==> config.mk <==
export PLATFORM = sky130hd
export DESIGN_NAME = mem_port_arbiter_flat
export DESIGN_NICKNAME = d
export VERILOG_FILES = /design/src/rtl/mem_port_arbiter_if.sv /design/src/rtl/mem_port_arbiter.sv /design/src/flat_wrapper.sv
export SDC_FILE = /design/constraint.sdc
export NUM_CORES = 1
export LEC_CHECK = 0
export CAP_MARGIN = 30
export CORE_MARGIN = 2
export CORE_UTILIZATION = 38
export CTS_BUF_LIST = sky130_fd_sc_hd__clkbuf_16
export CTS_CLUSTER_SIZE = 16
export DETAILED_ROUTE_END_ITERATION = 12
export HOLD_SLACK_MARGIN = 0.12
export PLACE_DENSITY = 0.75
export SLEW_MARGIN = 20
export SYNTH_ARGS = -nofsm -noshare
export SYNTH_HDL_FRONTEND = slang
export SYNTH_SLANG_ARGS = --single-unit
==> constraint.sdc <==
create_clock -name clk_in -period 2.2 [get_ports clk_in]
set_input_delay 0.33 -clock clk_in [delete_from_list [all_inputs] [get_ports clk_in]]
set_output_delay 0.33 -clock clk_in [all_outputs]
set_load 0.01 [all_outputs]
==> src/rtl/mem_port_arbiter_if.sv <==
// Request/response bundle between the instruction-fetch port, the load/store
// port, the shared memory bus and the arbiter that multiplexes them.
interface mem_port_arbiter_if #(
    parameter int WIDTH = 32
);
    localparam int BEW = WIDTH / 8;

    // I-port (instruction fetch, read only)
    logic             i_req_in;
    logic [WIDTH-1:0] i_addr_in;
    logic [WIDTH-1:0] i_rdata_out;
    logic             i_valid_out;
    logic             i_err_out;
    logic             i_stall_out;

    // D-port (load/store)
    logic             d_req_in;
    logic             d_we_in;
    logic [BEW-1:0]   d_be_in;
    logic [WIDTH-1:0] d_addr_in;
    logic [WIDTH-1:0] d_wdata_in;
    logic [WIDTH-1:0] d_rdata_out;
    logic             d_valid_out;
    logic             d_err_out;
    logic             d_stall_out;

    // Memory bus (req/ack)
    logic             mem_req_out;
    logic             mem_we_out;
    logic [BEW-1:0]   mem_be_out;
    logic [WIDTH-1:0] mem_addr_out;
    logic [WIDTH-1:0] mem_wdata_out;
    logic [WIDTH-1:0] mem_rdata_in;
    logic             mem_ack_in;

    // Arbiter side
    modport slave (
        input  i_req_in, i_addr_in,
        output i_rdata_out, i_valid_out, i_err_out, i_stall_out,
        input  d_req_in, d_we_in, d_be_in, d_addr_in, d_wdata_in,
        output d_rdata_out, d_valid_out, d_err_out, d_stall_out,
        output mem_req_out, mem_we_out, mem_be_out, mem_addr_out, mem_wdata_out,
        input  mem_rdata_in, mem_ack_in
    );

    // Requester / memory side
    modport master (
        output i_req_in, i_addr_in,
        input  i_rdata_out, i_valid_out, i_err_out, i_stall_out,
        output d_req_in, d_we_in, d_be_in, d_addr_in, d_wdata_in,
        input  d_rdata_out, d_valid_out, d_err_out, d_stall_out,
        input  mem_req_out, mem_we_out, mem_be_out, mem_addr_out, mem_wdata_out,
        output mem_rdata_in, mem_ack_in
    );
endinterface

==> src/rtl/mem_port_arbiter.sv <==
// Arbiter sharing one single-port memory between the instruction-fetch port
// and the load/store port. One transaction in flight at a time; D wins ties
// unless the I-port has lost STARVE_MAX arbitrations in a row. A watchdog
// aborts a transaction that waits TIMEOUT cycles without an ack.
module mem_port_arbiter #(
    parameter int WIDTH      = 32,
    parameter int STARVE_MAX = 4,
    parameter int TIMEOUT    = 16
) (
    input logic              clk_in,
    input logic              rst_in,
    mem_port_arbiter_if.slave bus
);
    localparam int BEW = WIDTH / 8;
    localparam int SW  = (STARVE_MAX > 0) ? $clog2(STARVE_MAX + 1) : 1;
    localparam int TW  = (TIMEOUT > 1) ? $clog2(TIMEOUT) : 1;
    localparam logic [SW-1:0] STARVE_LIM = SW'(STARVE_MAX);
    localparam logic [TW-1:0] TMO_LAST   = (TIMEOUT > 0) ? TW'(TIMEOUT - 1) : '0;

    typedef enum logic [1:0] {IDLE, BUSY_I, BUSY_D} state_t;

    state_t           state_q, state_d;
    logic [SW-1:0]    starve_q, starve_d;
    logic [TW-1:0]    tmo_q, tmo_d;

    logic             mem_req_q, mem_req_d;
    logic             mem_we_q, mem_we_d;
    logic [BEW-1:0]   mem_be_q, mem_be_d;
    logic [WIDTH-1:0] mem_addr_q, mem_addr_d;
    logic [WIDTH-1:0] mem_wdata_q, mem_wdata_d;

    logic [WIDTH-1:0] i_rdata_q, i_rdata_d;
    logic             i_valid_q, i_valid_d;
    logic             i_err_q, i_err_d;
    logic [WIDTH-1:0] d_rdata_q, d_rdata_d;
    logic             d_valid_q, d_valid_d;
    logic             d_err_q, d_err_d;

    logic             finish;
    logic             acked;

    // Next-state: arbitration from IDLE, completion/abort from the busy states
    always_comb begin
        state_d     = state_q;
        starve_d    = starve_q;
        tmo_d       = tmo_q;
        mem_req_d   = mem_req_q;
        mem_we_d    = mem_we_q;
        mem_be_d    = mem_be_q;
        mem_addr_d  = mem_addr_q;
        mem_wdata_d = mem_wdata_q;
        i_rdata_d   = i_rdata_q;
        i_valid_d   = 1'b0;
        i_err_d     = 1'b0;
        d_rdata_d   = d_rdata_q;
        d_valid_d   = 1'b0;
        d_err_d     = 1'b0;
        acked       = bus.mem_ack_in;
        finish      = bus.mem_ack_in || ((TIMEOUT != 0) && (tmo_q == TMO_LAST));

        case (state_q)
            IDLE: begin
                // A request still held during its own valid pulse is stale;
                // arbitration resumes one cycle later.
                if (!(i_valid_q || d_valid_q)) begin
                    if (bus.d_req_in && !(bus.i_req_in && (starve_q == STARVE_LIM))) begin
                        state_d     = BUSY_D;
                        mem_req_d   = 1'b1;
                        mem_we_d    = bus.d_we_in;
                        mem_be_d    = bus.d_be_in;
                        mem_addr_d  = bus.d_addr_in;
                        mem_wdata_d = bus.d_wdata_in;
                        tmo_d       = '0;
                        if (bus.i_req_in) begin
                            starve_d = starve_q + SW'(1);
                        end
                    end else if (bus.i_req_in) begin
                        state_d     = BUSY_I;
                        mem_req_d   = 1'b1;
                        mem_we_d    = 1'b0;
                        mem_be_d    = '1;
                        mem_addr_d  = bus.i_addr_in;
                        mem_wdata_d = '0;
                        tmo_d       = '0;
                        starve_d    = '0;
                    end
                end
            end
            BUSY_I, BUSY_D: begin
                if (finish) begin
                    state_d   = IDLE;
                    mem_req_d = 1'b0;
                    if (state_q == BUSY_I) begin
                        i_valid_d = 1'b1;
                        i_err_d   = !acked;
                        i_rdata_d = acked ? bus.mem_rdata_in : '0;
                    end else begin
                        d_valid_d = 1'b1;
                        d_err_d   = !acked;
                        d_rdata_d = (acked && !mem_we_q) ? bus.mem_rdata_in : '0;
                    end
                end else begin
                    tmo_d = tmo_q + TW'(1);
                end
            end
            default: begin
                state_d   = IDLE;
                mem_req_d = 1'b0;
            end
        endcase
    end

    // State and registered outputs; reset also aborts any transaction in flight
    always_ff @(posedge clk_in) begin
        if (rst_in) begin
            state_q     <= IDLE;
            starve_q    <= '0;
            tmo_q       <= '0;
            mem_req_q   <= 1'b0;
            mem_we_q    <= 1'b0;
            mem_be_q    <= '0;
            mem_addr_q  <= '0;
            mem_wdata_q <= '0;
            i_rdata_q   <= '0;
            i_valid_q   <= 1'b0;
            i_err_q     <= 1'b0;
            d_rdata_q   <= '0;
            d_valid_q   <= 1'b0;
            d_err_q     <= 1'b0;
        end else begin
            state_q     <= state_d;
            starve_q    <= starve_d;
            tmo_q       <= tmo_d;
            mem_req_q   <= mem_req_d;
            mem_we_q    <= mem_we_d;
            mem_be_q    <= mem_be_d;
            mem_addr_q  <= mem_addr_d;
            mem_wdata_q <= mem_wdata_d;
            i_rdata_q   <= i_rdata_d;
            i_valid_q   <= i_valid_d;
            i_err_q     <= i_err_d;
            d_rdata_q   <= d_rdata_d;
            d_valid_q   <= d_valid_d;
            d_err_q     <= d_err_d;
        end
    end

    assign bus.mem_req_out   = mem_req_q;
    assign bus.mem_we_out    = mem_we_q;
    assign bus.mem_be_out    = mem_be_q;
    assign bus.mem_addr_out  = mem_addr_q;
    assign bus.mem_wdata_out = mem_wdata_q;
    assign bus.i_rdata_out   = i_rdata_q;
    assign bus.i_valid_out   = i_valid_q;
    assign bus.i_err_out     = i_err_q;
    assign bus.d_rdata_out   = d_rdata_q;
    assign bus.d_valid_out   = d_valid_q;
    assign bus.d_err_out     = d_err_q;

    // Stalls drop in the valid cycle so the pipeline advances exactly once
    assign bus.i_stall_out = bus.i_req_in & ~i_valid_q;
    assign bus.d_stall_out = bus.d_req_in & ~d_valid_q;
endmodule

==> src/flat_wrapper.sv <==
// flat-port wrapper written by rule: the top's interface ports become plain ports
module mem_port_arbiter_flat 
#(
    parameter int WIDTH      = 32,
    parameter int STARVE_MAX = 4,
    parameter int TIMEOUT    = 16
)
  (clk_in, rst_in, bus_i_req_in, bus_i_addr_in, bus_i_rdata_out, bus_i_valid_out, bus_i_err_out, bus_i_stall_out, bus_d_req_in, bus_d_we_in, bus_d_be_in, bus_d_addr_in, bus_d_wdata_in, bus_d_rdata_out, bus_d_valid_out, bus_d_err_out, bus_d_stall_out, bus_mem_req_out, bus_mem_we_out, bus_mem_be_out, bus_mem_addr_out, bus_mem_wdata_out, bus_mem_rdata_in, bus_mem_ack_in);
  mem_port_arbiter_if #(.WIDTH(WIDTH)) bus_i ();
  input logic clk_in;
  input logic rst_in;
  input wire logic [$bits(bus_i.i_req_in)-1:0] bus_i_req_in;
  input wire logic [$bits(bus_i.i_addr_in)-1:0] bus_i_addr_in;
  output wire logic [$bits(bus_i.i_rdata_out)-1:0] bus_i_rdata_out;
  output wire logic [$bits(bus_i.i_valid_out)-1:0] bus_i_valid_out;
  output wire logic [$bits(bus_i.i_err_out)-1:0] bus_i_err_out;
  output wire logic [$bits(bus_i.i_stall_out)-1:0] bus_i_stall_out;
  input wire logic [$bits(bus_i.d_req_in)-1:0] bus_d_req_in;
  input wire logic [$bits(bus_i.d_we_in)-1:0] bus_d_we_in;
  input wire logic [$bits(bus_i.d_be_in)-1:0] bus_d_be_in;
  input wire logic [$bits(bus_i.d_addr_in)-1:0] bus_d_addr_in;
  input wire logic [$bits(bus_i.d_wdata_in)-1:0] bus_d_wdata_in;
  output wire logic [$bits(bus_i.d_rdata_out)-1:0] bus_d_rdata_out;
  output wire logic [$bits(bus_i.d_valid_out)-1:0] bus_d_valid_out;
  output wire logic [$bits(bus_i.d_err_out)-1:0] bus_d_err_out;
  output wire logic [$bits(bus_i.d_stall_out)-1:0] bus_d_stall_out;
  output wire logic [$bits(bus_i.mem_req_out)-1:0] bus_mem_req_out;
  output wire logic [$bits(bus_i.mem_we_out)-1:0] bus_mem_we_out;
  output wire logic [$bits(bus_i.mem_be_out)-1:0] bus_mem_be_out;
  output wire logic [$bits(bus_i.mem_addr_out)-1:0] bus_mem_addr_out;
  output wire logic [$bits(bus_i.mem_wdata_out)-1:0] bus_mem_wdata_out;
  input wire logic [$bits(bus_i.mem_rdata_in)-1:0] bus_mem_rdata_in;
  input wire logic [$bits(bus_i.mem_ack_in)-1:0] bus_mem_ack_in;
  assign bus_i.i_req_in = bus_i_req_in;
  assign bus_i.i_addr_in = bus_i_addr_in;
  assign bus_i_rdata_out = bus_i.i_rdata_out;
  assign bus_i_valid_out = bus_i.i_valid_out;
  assign bus_i_err_out = bus_i.i_err_out;
  assign bus_i_stall_out = bus_i.i_stall_out;
  assign bus_i.d_req_in = bus_d_req_in;
  assign bus_i.d_we_in = bus_d_we_in;
  assign bus_i.d_be_in = bus_d_be_in;
  assign bus_i.d_addr_in = bus_d_addr_in;
  assign bus_i.d_wdata_in = bus_d_wdata_in;
  assign bus_d_rdata_out = bus_i.d_rdata_out;
  assign bus_d_valid_out = bus_i.d_valid_out;
  assign bus_d_err_out = bus_i.d_err_out;
  assign bus_d_stall_out = bus_i.d_stall_out;
  assign bus_mem_req_out = bus_i.mem_req_out;
  assign bus_mem_we_out = bus_i.mem_we_out;
  assign bus_mem_be_out = bus_i.mem_be_out;
  assign bus_mem_addr_out = bus_i.mem_addr_out;
  assign bus_mem_wdata_out = bus_i.mem_wdata_out;
  assign bus_i.mem_rdata_in = bus_mem_rdata_in;
  assign bus_i.mem_ack_in = bus_mem_ack_in;
  mem_port_arbiter #(.WIDTH(WIDTH), .STARVE_MAX(STARVE_MAX), .TIMEOUT(TIMEOUT)) u_core (.clk_in(clk_in), .rst_in(rst_in), .bus(bus_i));
endmodule
==> results by group, run 1 <==
Run status
  – Outcome: complete, no violations

Floorplanning
  – Initial core utilization: 38.7%
  – Core Region: 0.0151 mm2
  – Die H: between 100 and 150 um
  – Die Wd: around 130 um
  – Die area: approximately 0.016 mm2
  – # rows: 45
  – # IOs: 278

Global route
  – First-pass GRT wire length: 26600 um
  – Largest net degree at the start of global routing: 59
  – Gr ovfl total: 0
  – GRT Overall Usage: 20.5%
  – Global Route met2 Usage: roughly a third
  – Met1 usage in global routing: roughly 24%
  – Global route hottest layer: met2
  – Grt met3 use: under 10%
  – Vias in the first global route: 5286
  – Initial antenna violation count: 0

STA
  – Max-slew violations: 0
  – # setup viols final: 0
  – Hold Fails Final Rpt: 0
  – Max_slew headroom: 68.0%
  – Clock Skews: 0.0116 ns
  – Maximum clock rate: 511 MHz
  – Part of the cycle the worst path needs: 88.9%
  – Final setup TNS: 0 ns
  – Final critical-path required period: 1.96 ns
  – Hold WS: 0.361 ns
  – RSZ-0062 raised after global routing: false
  – Tightest Pin Transition: 0.480 ns

Hold path
  – Hold Startpoint: rst_in
  – WHS Path Cells: 2
  – Hold WC Path Type: primary input to flip-flop

Critical path
  – Arrival time worst endpoint: 1.63 ns
  – Setup crit end kind: primary output
  – R2R depth: 7
  – WP data required: 1.87 ns
  – Top fanout value on the critical path: 6
  – Crit path launch: bus_d_req_in
  – Setup Crit Path Kind: primary input to primary output
  – Startpoint Class: primary input
  – FF-to-FF Start: u_core.state_q[0]$_SDFFE_PP0P_

CTS
  – # resized after CTS: 0
  – CTS tree: done
  – Clock latency on the worst-skew pair: between 0.4 and 0.5 ns
  – CTS buffer count: 17
  – Post-CTS Setup Inserts: 0
  – # H-tree levels: 4
  – # clock sinks: 147
  – Hold_buf cts: 0
  – Clock slew at reported path FFs: roughly 0.060 ns
  – CTS Root Cell: clkbuf_16
  – Clock Path Buffers: 2

Layout
  – Layout cells sized above 1: between 10 and 15%
  – Diodes inserted: 0
  – Core Util, Final: 61.9%
  – Layout net count: between 1000 and 1500
  – Fill count: around 1300
  – Area Growth Syn to Fin: 60.0%

Synthesis
  – Commonest cells in the netlist: dfxtp_1 (147), nor2_1 (105), a22oi_1 (65)
  – Cells after Synth: 611
  – Yosys warnings: 0
  – Most numerous cell in the Yosys netlist: dfxtp_1
  – Syn_nets: roughly 760
  – Asr flop ratio synth: 0%
  – FF+latch count, synth: between 100 and 150
  – Seq/Total Area, Yosys: 50.3%
  – EDFF count, synth: 0
  – Commonest register cell after synthesis: dfxtp_1
  – Yosys top cell by area: dfxtp_1
  – Post-synth cell types: 37
  – Top-area cell type share of the netlist area: 50.3%
  – Top post-synthesis cells by area: dfxtp_1 (50%), a22oi_1 (8.3%), a211oi_2 (6.8%)
  – Synth Cell Area: 0.00586 mm2
  – Syn Area/Cell: 9.58 um2

Place
  – DP HPWL: 12000 um
  – RePlAce Congestion: 0.821
  – IO buf count: 277

Drt
  – DR pass1 iterations: 5
  – Vias: 5530
  – DRC Markers: 0
  – Via-per-instance ratio: 5.17
  – Initial DRC Count: 302
  – Routed len/inst: 16.1 um
  – Post-route ant nets: 0
  – Final WL: 17200 um

Power
  – VDD IR max: 423 uV
  – Pleak: 0.00344 uW
  – Power Dens Cells: 806 mW/mm2

Run
  – Max_cap viols: 0
report_power, final:
part           switching [uW]  internal, uW  total [uW]
clock network            1160          1560        2720
logic                     861           954        1810
registers                 122          2890        3010
total                    2150          5400        7550
metal layers:
layer / vias up / wire, um
met1: 2566 / 7120
met5: - / 0
li1: 2712 / -
met2: 229 / 8180
met3: 23 / 1540
met4: 0 / 356
registers in the layout, summed over array words and instances, names as in the netlist:
register                  flops
u_core.bus.mem_wdata_out     32
u_core.state_q                2
u_core.bus.d_err_out          1
u_core.bus.mem_addr_out      32
u_core.bus.i_err_out          1
u_core.bus.mem_be_out         4
u_core.bus.d_valid_out        1
u_core.tmo_q                  4
u_core.bus.d_rdata_out       32
u_core.bus.i_rdata_out       32
u_core.bus.i_valid_out        1
u_core.bus.mem_req_out        1
u_core.starve_q               3
u_core.bus.mem_we_out         1
through the flow:
stage	cells	cell area [um2]	total power [uW]	setup slack [ns]
2_1_floorplan	611	5860	3980	0.595
3_3_place_gp	1038	8820	4860	0.244
3_5_place_dp	1038	8820	4890	0.198
4_1_cts	1070	9370	7640	0.243
5_1_grt	1070	9370	7900	0.115
6_report	1070	9370	7550	0.244
cells by family after synthesis:
logic type	count (synthesis)	synth area share, %
mux	32	5.47
compound gates	154	21.1
simple gates	209	16.3
flops	147	50.3
buf+inv	62	5.45
fa+ha+maj	7	1.50
cells in the final DEF (no fill, tap or decap), types with 8 or more instances in the layout:
cell type          n
a211oi_2          32
a21oi_1           36
a22oi_1           65
buf_12             8
buf_4             12
clkbuf_16         17
clkdlybuf4s50_1  276
dfxtp_1          147
mux2i_1           32
nand2_1           40
nand4_1           33
nor2_1           105
final timing paths:
| check | endpoint | slack (ns) |
|---|---|---|
| setup / recovery | bus_d_stall_out | 0.24 |
| setup reg to reg | u_core.bus.mem_addr_out[9]$_SDFFE_PP0P_ | 0.27 |
| hold / removal | u_core.bus.mem_be_out[3]$_SDFFE_PP0P_ | 0.36 |
| hold reg to reg | u_core.bus.d_rdata_out[16]$_SDFFE_PP0P_ | 0.45 |
worst max-delay path, stage by stage:
cell and delay, ns:
clkdlybuf4s50_1 0.60, nor2b_1 0.16, clkdlybuf4s50_1 0.53
cell type report:
cell class / instances / area (um2) / area share, %
inverters: 5 / 18.8 / 0.200
repair buffers: 296 / 3010 / 32.1
well taps: 188 / 235 / 2.51
clock inverters: 15 / 130 / 1.39
flip-flops and latches: 147 / 2940 / 31.4
clock buffers: 17 / 425 / 4.54
multi-input cells: 402 / 2610 / 27.8
Power figures use the tool's default switching activity.
==> inputs of run 2 (changes only) <==
--- a/config.mk
+++ b/config.mk
@@ -7,12 +7,13 @@
 export LEC_CHECK = 0
 export CAP_MARGIN = 30
 export CORE_MARGIN = 2
-export CORE_UTILIZATION = 38
+export CORE_UTILIZATION = 41
 export CTS_BUF_LIST = sky130_fd_sc_hd__clkbuf_16
 export CTS_CLUSTER_SIZE = 16
 export DETAILED_ROUTE_END_ITERATION = 12
 export HOLD_SLACK_MARGIN = 0.12
-export PLACE_DENSITY = 0.75
+export PLACE_DENSITY = 0.8
+export SKIP_CTS_REPAIR_TIMING = 1
 export SLEW_MARGIN = 20
 export SYNTH_ARGS = -nofsm -noshare
 export SYNTH_HDL_FRONTEND = slang
==> run 2 against run 1 <==
Effect of this change: global-route usage increased by 1.3 points; power decreased by 1.0%; cell area decreased by 0.57%.
==> results by group, run 2 (synthesized netlist as in run 1, its figures left out) <==
STA
  – Final setup TNS: 0 ns
  – Clock Skews: roughly 0.0074 ns
  – Max_slew headroom: 63.1%
  – Maximum clock rate: 512 MHz
  – Hold Fails Final Rpt: 0
  – Final WS setup: roughly 0.25 ns
  – Final critical-path required period: 1.95 ns
  – RSZ-0062 raised after global routing: false
  – Hold WS: 0.384 ns
  – Max-slew violations: 0
  – Part of the cycle the worst path needs: about nine tenths
  – Tightest Pin Transition: between 0.5 and 0.6 ns
  – # setup viols final: 0

Layout
  – Most frequent cells in the layout: clkdlybuf4s50_1 (276), dfxtp_1 (147), nor2_1 (105)
  – Core Util, Final: approximately two thirds
  – Layout net count: approximately 1000
  – Commonest non-fill, non-tap cell in the layout: clkdlybuf4s50_1
  – Fill count: ~1100
  – Area Growth Syn to Fin: 59.1%
  – Layout cells sized above 1: 10.0%
  – Diodes inserted: 0
  – Finished Cell Area: 0.00932 mm2

Global route
  – First-pass GRT wire length: 25900 um
  – Initial antenna violation count: 0
  – Largest net degree at the start of global routing: 58
  – Gr ovfl total: 0
  – Vias in the first global route: 5129
  – GRT Overall Usage: 21.8%

CTS
  – Clock slew at reported path FFs: 0.06 ns
  – # H-tree levels: 4
  – CTS Root Cell: clkbuf_16
  – Clock latency on the worst-skew pair: 0.42 ns
  – CTS buffer count: 17
  – Clock Path Buffers: 2
  – # clock sinks: 147
  – CTS tree: done

Critical path
  – Setup crit end kind: primary output
  – Startpoint Class: primary input
  – Reg2reg end: u_core.tmo_q[3]$_SDFFE_PP0P_
  – Slowest cell on crit path: clkdlybuf4s50_1
  – Max stage delay on crit path: slightly below 0.6 ns
  – CP delay by family, top: buffers and inverters
  – Most used cell, CP: clkdlybuf4s50_1
  – Arrival time worst endpoint: about 1.6 ns
  – R2R depth: 6
  – Setup Crit Path Kind: primary input to primary output
  – Top fanout value on the critical path: 6
  – Crit path launch: bus_d_req_in
  – WP data required: 1.87 ns
  – R2R setup slack: approximately 0.35 ns
  – Crit path cell chain: clkdlybuf4s50_1, nor2b_1, clkdlybuf4s50_1
  – FF-to-FF Start: u_core.state_q[0]$_SDFFE_PP0P_
  – Crit path buf inv count: 2

Place
  – Worst slack, placed: approximately 0.16 ns
  – Placed cell areas: 0.00877 mm2
  – RePlAce Congestion: about 0.75
  – IO buf count: 277
  – DP HPWL: roughly 12000 um

Drt
  – Via-per-instance ratio: 5.19
  – DRC Markers: 0
  – Final WL: 17200 um
  – Post-route ant nets: 0
  – DR pass1 iterations: 4
  – Initial DRC Count: 290
  – Vias: 5501
  – Routed len/inst: 16.2 um

Power
  – Sw Share: around 29%
  – Int Power: between 5000 and 6000 uW
  – VDD IR max: 495 uV
  – Clk pwr share: 35.7%
  – Pleak: 0.00343 uW
  – Reg power frac: 40.3%
  – Power Dens Cells: 802 mW/mm2
  – Psw: ~2200 uW
  – Logic gate share of total power: between 20% and 30%

Hold path
  – Hold path endpoint: u_core.bus.mem_be_out[3]$_SDFFE_PP0P_
  – WHS Path Cells: 2
  – Hold Startpoint: rst_in
  – Hold WC Path Type: primary input to flip-flop

Run status
  – Outcome: complete, no violations

Floorplanning
  – Core Region: 0.0139 mm2
  – Die Wd: 124 um
  – Die H: ~120 um
  – # rows: 43
  – # IOs: 278
  – Initial core utilization: between 40% and 50%
  – Die area: 0.0153 mm2

Run
  – Max_cap viols: 0
## run 2: changes by cell type in the layout (fill, tap and decap cells not counted)
| cell | previous run | this run |
|---|---|---|
| inv_6 | 5 | 6 |
| buf_4 | 12 | 10 |
| inv_8 | 0 | 1 |
| buf_12 | 8 | 7 |
| clkinv_4 | 1 | 3 |
| clkinvlp_4 | 4 | 3 |
| clkinv_1 | 1 | 0 |
| clkinv_2 | 2 | 1 |
| bufinv_16 | 1 | 0 |
## run 2: area by class of cell
type	instances	area [um2]	share of cell area (%)
tap	180	225	2.42
sequential	147	2940	31.6
clock inverter	15	121	1.30
inverter	5	18.8	0.201
multi-input combinational	402	2610	28.0
timing repair buffer	293	2980	32.0
clock buffer	17	425	4.57
## run 2: power by group through the flow
stage	registers (uW)	clock network [uW]	logic, uW
5_1_grt	3040	2850	1950
2_1_floorplan	3160	0	821
3_5_place_dp	3070	0	1800
3_3_place_gp	3060	0	1770
4_1_cts	3010	2720	1810
6_report	3010	2670	1790
## run 2: worst max path at each step
stage / end / cells past startpoint / slack (ns)
6_report: bus_d_stall_out / 3 / 0.25
5_1_grt: u_core.tmo_q[3]$_SDFFE_PP0P_ / 6 / 0.15
4_1_cts: bus_d_stall_out / 3 / 0.26
3_5_place_dp: u_core.bus.mem_addr_out[18]$_SDFFE_PP0P_ / 6 / 0.16
3_3_place_gp: u_core.bus.mem_addr_out[19]$_SDFFE_PP0P_ / 6 / 0.23
2_1_floorplan: u_core.tmo_q[3]$_SDFFE_PP0P_ / 7 / 0.59
## run 2: routing by layer
metal	wire, um	global-route usage (%)
met1	7050	26.2
met2	8100	35.3
met3	1630	8.03
met4	416	8.88
met5	0	0
## run 2: through the flow
stage / power (uW) / cells
after floorplan: 3980 / 611
after global routing: 7830 / 1059
final: 7470 / 1059
after CTS: 7540 / 1059
after global placement: 4840 / 1027
after detailed placement: 4870 / 1027
==> inputs of run 3 (changes only) <==
--- a/config.mk
+++ b/config.mk
@@ -7,14 +7,14 @@
 export LEC_CHECK = 0
 export CAP_MARGIN = 30
 export CORE_MARGIN = 2
-export CORE_UTILIZATION = 41
+export CORE_UTILIZATION = 37
 export CTS_BUF_LIST = sky130_fd_sc_hd__clkbuf_16
 export CTS_CLUSTER_SIZE = 16
 export DETAILED_ROUTE_END_ITERATION = 12
 export HOLD_SLACK_MARGIN = 0.12
-export PLACE_DENSITY = 0.8
+export PLACE_DENSITY = 0.77
 export SKIP_CTS_REPAIR_TIMING = 1
-export SLEW_MARGIN = 20
+export SLEW_MARGIN = 15
 export SYNTH_ARGS = -nofsm -noshare
 export SYNTH_HDL_FRONTEND = slang
 export SYNTH_SLANG_ARGS = --single-unit
==> constraint.sdc (replaced) <==
create_clock -name clk_in -period 1.6 [get_ports clk_in]
set_input_delay 0.24 -clock clk_in [delete_from_list [all_inputs] [get_ports clk_in]]
set_output_delay 0.24 -clock clk_in [all_outputs]
set_load 0.01 [all_outputs]
==> run 3 against run 2 <==
Effect of this change: first-iteration DRC count is 32% higher; register-to-register slack worse by 0.33 ns; via count up 4.9%; highest routed layer unchanged; clock power grew 49%; critical path type is now flip-flop to flip-flop; largest cell class unchanged; sequential power increased by 38%; routed wire length rose by 14%; critical path depth rose by 5; worst setup slack worse by 0.23 ns; power increased by 48%; global-route usage shrank 1.7 points.
==> results by group, run 3 (synthesized netlist as in run 1, its figures left out) <==
Power
  – Int Power: 7880 uW
  – VDD IR max: between 700 and 800 uV
  – Reg power frac: 37.4%
  – Sw Share: about 29%
  – Power Dens Cells: 1100 mW/mm2
  – Total power: around 11000 uW
  – Logic gate share of total power: a little over a quarter
  – Pleak: 0.00437 uW
  – Psw: 3180 uW
  – Clk pwr share: 35.9%

Critical path
  – Crit path launch: u_core.state_q[1]$_SDFFE_PP0P_
  – Arrival time worst endpoint: 1.94 ns
  – WP data required: between 1.5 and 2 ns
  – Crit path buf inv count: 3
  – Top fanout value on the critical path: 15
  – CP delay by family, top: simple AND/OR/NAND/NOR gates
  – Max stage delay on crit path: 0.32 ns
  – Startpoint Class: flip-flop
  – Slowest cell on crit path: dfxtp_2
  – Setup Crit Path Kind: flip-flop to flip-flop
  – Setup crit end kind: flip-flop
  – Crit path cell chain: inv_2, ha_4, nor3b_4, nor2b_4, buf_12, clkbuf_16, o22ai_1, nor2_1
  – FF-to-FF Start: u_core.state_q[1]$_SDFFE_PP0P_

Global route
  – Largest net degree at the start of global routing: 74
  – Vias in the first global route: approximately 5200
  – GRT Overall Usage: between 20% and 30%
  – Gr ovfl total: 0
  – Initial antenna violation count: 1
  – First-pass GRT wire length: 26700 um

CTS
  – # clock sinks: between 100 and 150
  – Clock slew at reported path FFs: 0.06 ns
  – CTS buffer count: 17
  – CTS Root Cell: clkbuf_16
  – # H-tree levels: 4
  – CTS tree: done
  – Clock latency on the worst-skew pair: 0.42 ns
  – Clock Path Buffers: 2

Run
  – Max_cap viols: 0

Hold path
  – Hold WC Path Type: primary input to flip-flop
  – Hold Startpoint: rst_in

Drt
  – DR pass1 iterations: 5
  – Routed len/inst: 17.4 um
  – Final WL: between 15000 and 20000 um
  – DRC Markers: 0
  – Via-per-instance ratio: ~5
  – Post-route ant nets: 0
  – Initial DRC Count: 384
  – Vias: 5768

STA
  – Maximum clock rate: 633 MHz
  – Max_slew headroom: 77.0%
  – Max-slew violations: 0
  – Hold Fails Final Rpt: 0
  – Part of the cycle the worst path needs: 98.8%
  – # setup viols final: 0
  – Tightest Pin Transition: 0.344 ns
  – RSZ-0062 raised after global routing: true
  – Clock Skews: 0.00558 ns
  – Final critical-path required period: 1.58 ns

Layout
  – Commonest non-fill, non-tap cell in the layout: clkdlybuf4s50_1
  – Fill count: 1245
  – Layout cells sized above 1: 15.8%
  – Area Growth Syn to Fin: 72.3%
  – Most frequent cells in the layout: clkdlybuf4s50_1 (236), dfxtp_1 (145), nor2_1 (105)
  – Layout net count: about 1000
  – Finished Cell Area: ~0.010 mm2

Floorplanning
  – # rows: 45
  – Die Wd: 130 um
  – Core Region: between 0.015 and 0.02 mm2
  – Initial core utilization: 38.2%
  – Die H: between 100 and 150 um
  – # IOs: 278
  – Die area: 0.0168 mm2

Run status
  – Outcome: complete, no violations

Place
  – IO buf count: about 280
  – RePlAce Congestion: 0.786
  – DP HPWL: ~12000 um
  – Placed cell areas: 0.00903 mm2
[run 3: path summary, 6_finish.rpt]
| check | slack [ns] | endpoint | cells past startpoint |
|---|---|---|---|
| hold reg to reg | 0.45 | u_core.bus.d_rdata_out[13]$_SDFFE_PP0P_ | 2 |
| setup reg to reg | 0.02 | u_core.bus.mem_be_out[1]$_SDFFE_PP0P_ | 8 |
| setup / recovery | 0.02 | u_core.bus.mem_be_out[1]$_SDFFE_PP0P_ | 8 |
| hold / removal | 0.14 | u_core.starve_q[1]$_SDFFE_PP0P_ | 2 |
[run 3: layout make-up]
type                       instances  area [um2]  share of cell area [%]
clock inverter                    15         156                    1.55
sequential                       147        2950                    29.2
clock buffer                      17         425                    4.22
inverter                           5        18.8                   0.186
antenna                            1        2.50                  0.0248
tap                              211         264                    2.62
multi-input combinational        402        2730                    27.1
timing repair buffer             327        3550                    35.1
[run 3: power groups by stage]
stage / Sequential, uW / Combinational, uW / Clock [uW]
after detailed placement: 4210 / 2600 / 0
after global placement: 4210 / 2570 / 0
after floorplan: 4340 / 1130 / 0
final: 4140 / 2960 / 3970
after global routing: 4170 / 3160 / 4210
after CTS: 4130 / 2610 / 4050
[run 3: worst reg2reg max path: cells and delay by family, from the launching register on]
family / cells / cell delay [ns]
fa+ha+maj: 1 / 0.13
flops: 1 / 0.32
simple gates: 3 / 0.60
buf+inv: 3 / 0.38
compound gates: 1 / 0.08
[run 3: per-layer routing]
| layer | share of wire (%) | track usage (%) | up-vias |
|---|---|---|---|
| met4 | 2.5 | 8.48 | 0 |
| li1 | - | - | 2784 |
| met1 | 41 | 24.2 | 2730 |
| met2 | 48 | 32.8 | 220 |
| met3 | 8.1 | 7.30 | 34 |
| met5 | 0 | 0 | - |
[run 3: per-stage QoR]
stage | util [%] | instances | setup WS, ns | hold WS [ns] | TNS, ns
floorplan | - | 611 | 0.0119 | 0.312 | 0
global placement | 59.0 | 1079 | -0.173 | 0.437 | -14.83
detailed placement | 59.0 | 1079 | -0.245 | 0.443 | -18.08
CTS | 62.8 | 1111 | -0.226 | 0.123 | -0.970
global route | 65.9 | 1125 | -0.0554 | 0.147 | -1.03
finish | 65.9 | 1125 | 0.0195 | 0.141 | 0
==> edit, RTL diff (settings of run 3) <==
`TIMEOUT` is set to 16 in 2 places; all go to 64.
--- a/src/rtl/mem_port_arbiter.sv
+++ b/src/rtl/mem_port_arbiter.sv
@@ -7,3 +7,3 @@
     parameter int STARVE_MAX = 4,
-    parameter int TIMEOUT    = 16
+    parameter int TIMEOUT    = 64
 ) (
--- a/src/flat_wrapper.sv
+++ b/src/flat_wrapper.sv
@@ -5,3 +5,3 @@
     parameter int STARVE_MAX = 4,
-    parameter int TIMEOUT    = 16
+    parameter int TIMEOUT    = 64
 )
Formal check against the unedited RTL: same outputs for any inputs over 4 cycles, from zero or initial values and one cycle with rst_in high; that may be too few to reach the edited logic, so the function may still have changed.
==> edit against run 3 <==
The run now ends with setup timing left. Worst setup slack worse by 140 ps. Cell area is 7.2% higher. Synthesized area is 1.4% lower. Power is 11% higher. Utilization is 5.2 points higher. Cell count is 2.8% higher. Sequential power is 4% higher. Sequential cell count is 2 higher. Wire length is 20% higher. Largest power group unchanged. Highest routed layer unchanged.
==> edit: results <==
{
  "status": "finished with violations",
  "violations": "setup timing",
  "vias": 6416,
  "antenna_found_initial": 0,
  "setup_viol": 70,
  "nets": 1100,
  "post-dp-hpwl_mm": 13.79,
  "layout-drive-gt1-share_pct": 22.93,
  "first_iter_violations": 356,
  "setup_ws_ps": -116.9,
  "synth_fp_nets": 789,
  "crit_fanout": 7,
  "routedWlPerCell_um": 20.35,
  "placed_area_um2": 9016,
  "met3_usage_pct": 8.690,
  "finalSetupTns_ps": -2454,
  "grt_max_degree": 58,
  "synth_common_cells": "149 x dfxtp_1, 79 x nand2_1, 78 x nor2_1",
  "slew_headroom_pct": 65.22,
  "fill_cells": 1070,
  "grt_pass1_wl_mm": 30.39,
  "syn_avg_cell_area_um2": 8.962,
  "ys_top_cells_by_area": "dfxtp_1 52%, nand2_1 5.1%, nor2_1 5.1%",
  "pre_cts_slack_ps": -289.5,
  "synth_seq_area_share_pct": 51.68,
  "grtUsageMet1_pct": 27.78,
  "ir_drop_v": 0.001161
}
==> edit: metal layers <==
layer | share of wire, % | wire length [µm] | vias up
met3 | 7.4 | 1743 | 57
met4 | 3.3 | 765 | 0
li1 | - | - | 2971
met2 | 51 | 11980 | 304
met5 | 0 | 0 | -
met1 | 38 | 9035 | 3084
==> edit: cell type report <==
type	instances	area [µm²]	area share, %
repair buffers	353	3871	35.81
multi-input cells	426	3105	28.72
flip-flops and latches	149	2992	27.67
clock buffers	17	425.4	3.935
well taps	188	235.2	2.176
clock inverters	15	152.6	1.412
inverters	8	30.03	0.2777
==> edit: cells by family after synthesis <==
logic type,synth area share [%]
AO/OA/AOI/OAI,20.88
flip-flops,51.68
AND/OR/NAND/NOR,20.36
buffers and inverters,5.571
adder cells (fa/ha/maj),1.517
==> edit: path summary, 6_finish.rpt <==
kind | startpoint | to | slack, ps | cells past startpoint
worst max-delay path | u_core.state_q[1] | u_core.bus.mem_addr_out[8] | -120 | 9
worst min-delay path | rst_in | u_core.bus.d_rdata_out[31] | 190 | 2
worst max register to register | u_core.state_q[1] | u_core.bus.mem_addr_out[8] | -120 | 9
worst min register to register | u_core.bus.d_rdata_out[25] | u_core.bus.d_rdata_out[25] | 450 | 2
==> edit: critical path: stages (launching register included) <==
cell	delay [ps]
dfxtp_2	320
inv_2	70
ha_4	140
nor3b_2	140
buf_4	160
and2_4	230
buf_6	140
clkbuf_16	150
nor2_1	50
a311oi_1	220
==> edit: power by group <==
| part | leakage, nW | internal [mW] | switching (mW) |
|---|---|---|---|
| Clock | 0.274 | 2.30 | 1.69 |
| Sequential | 1.22 | 4.06 | 0.248 |
| Combinational | 3.38 | 2.10 | 1.86 |
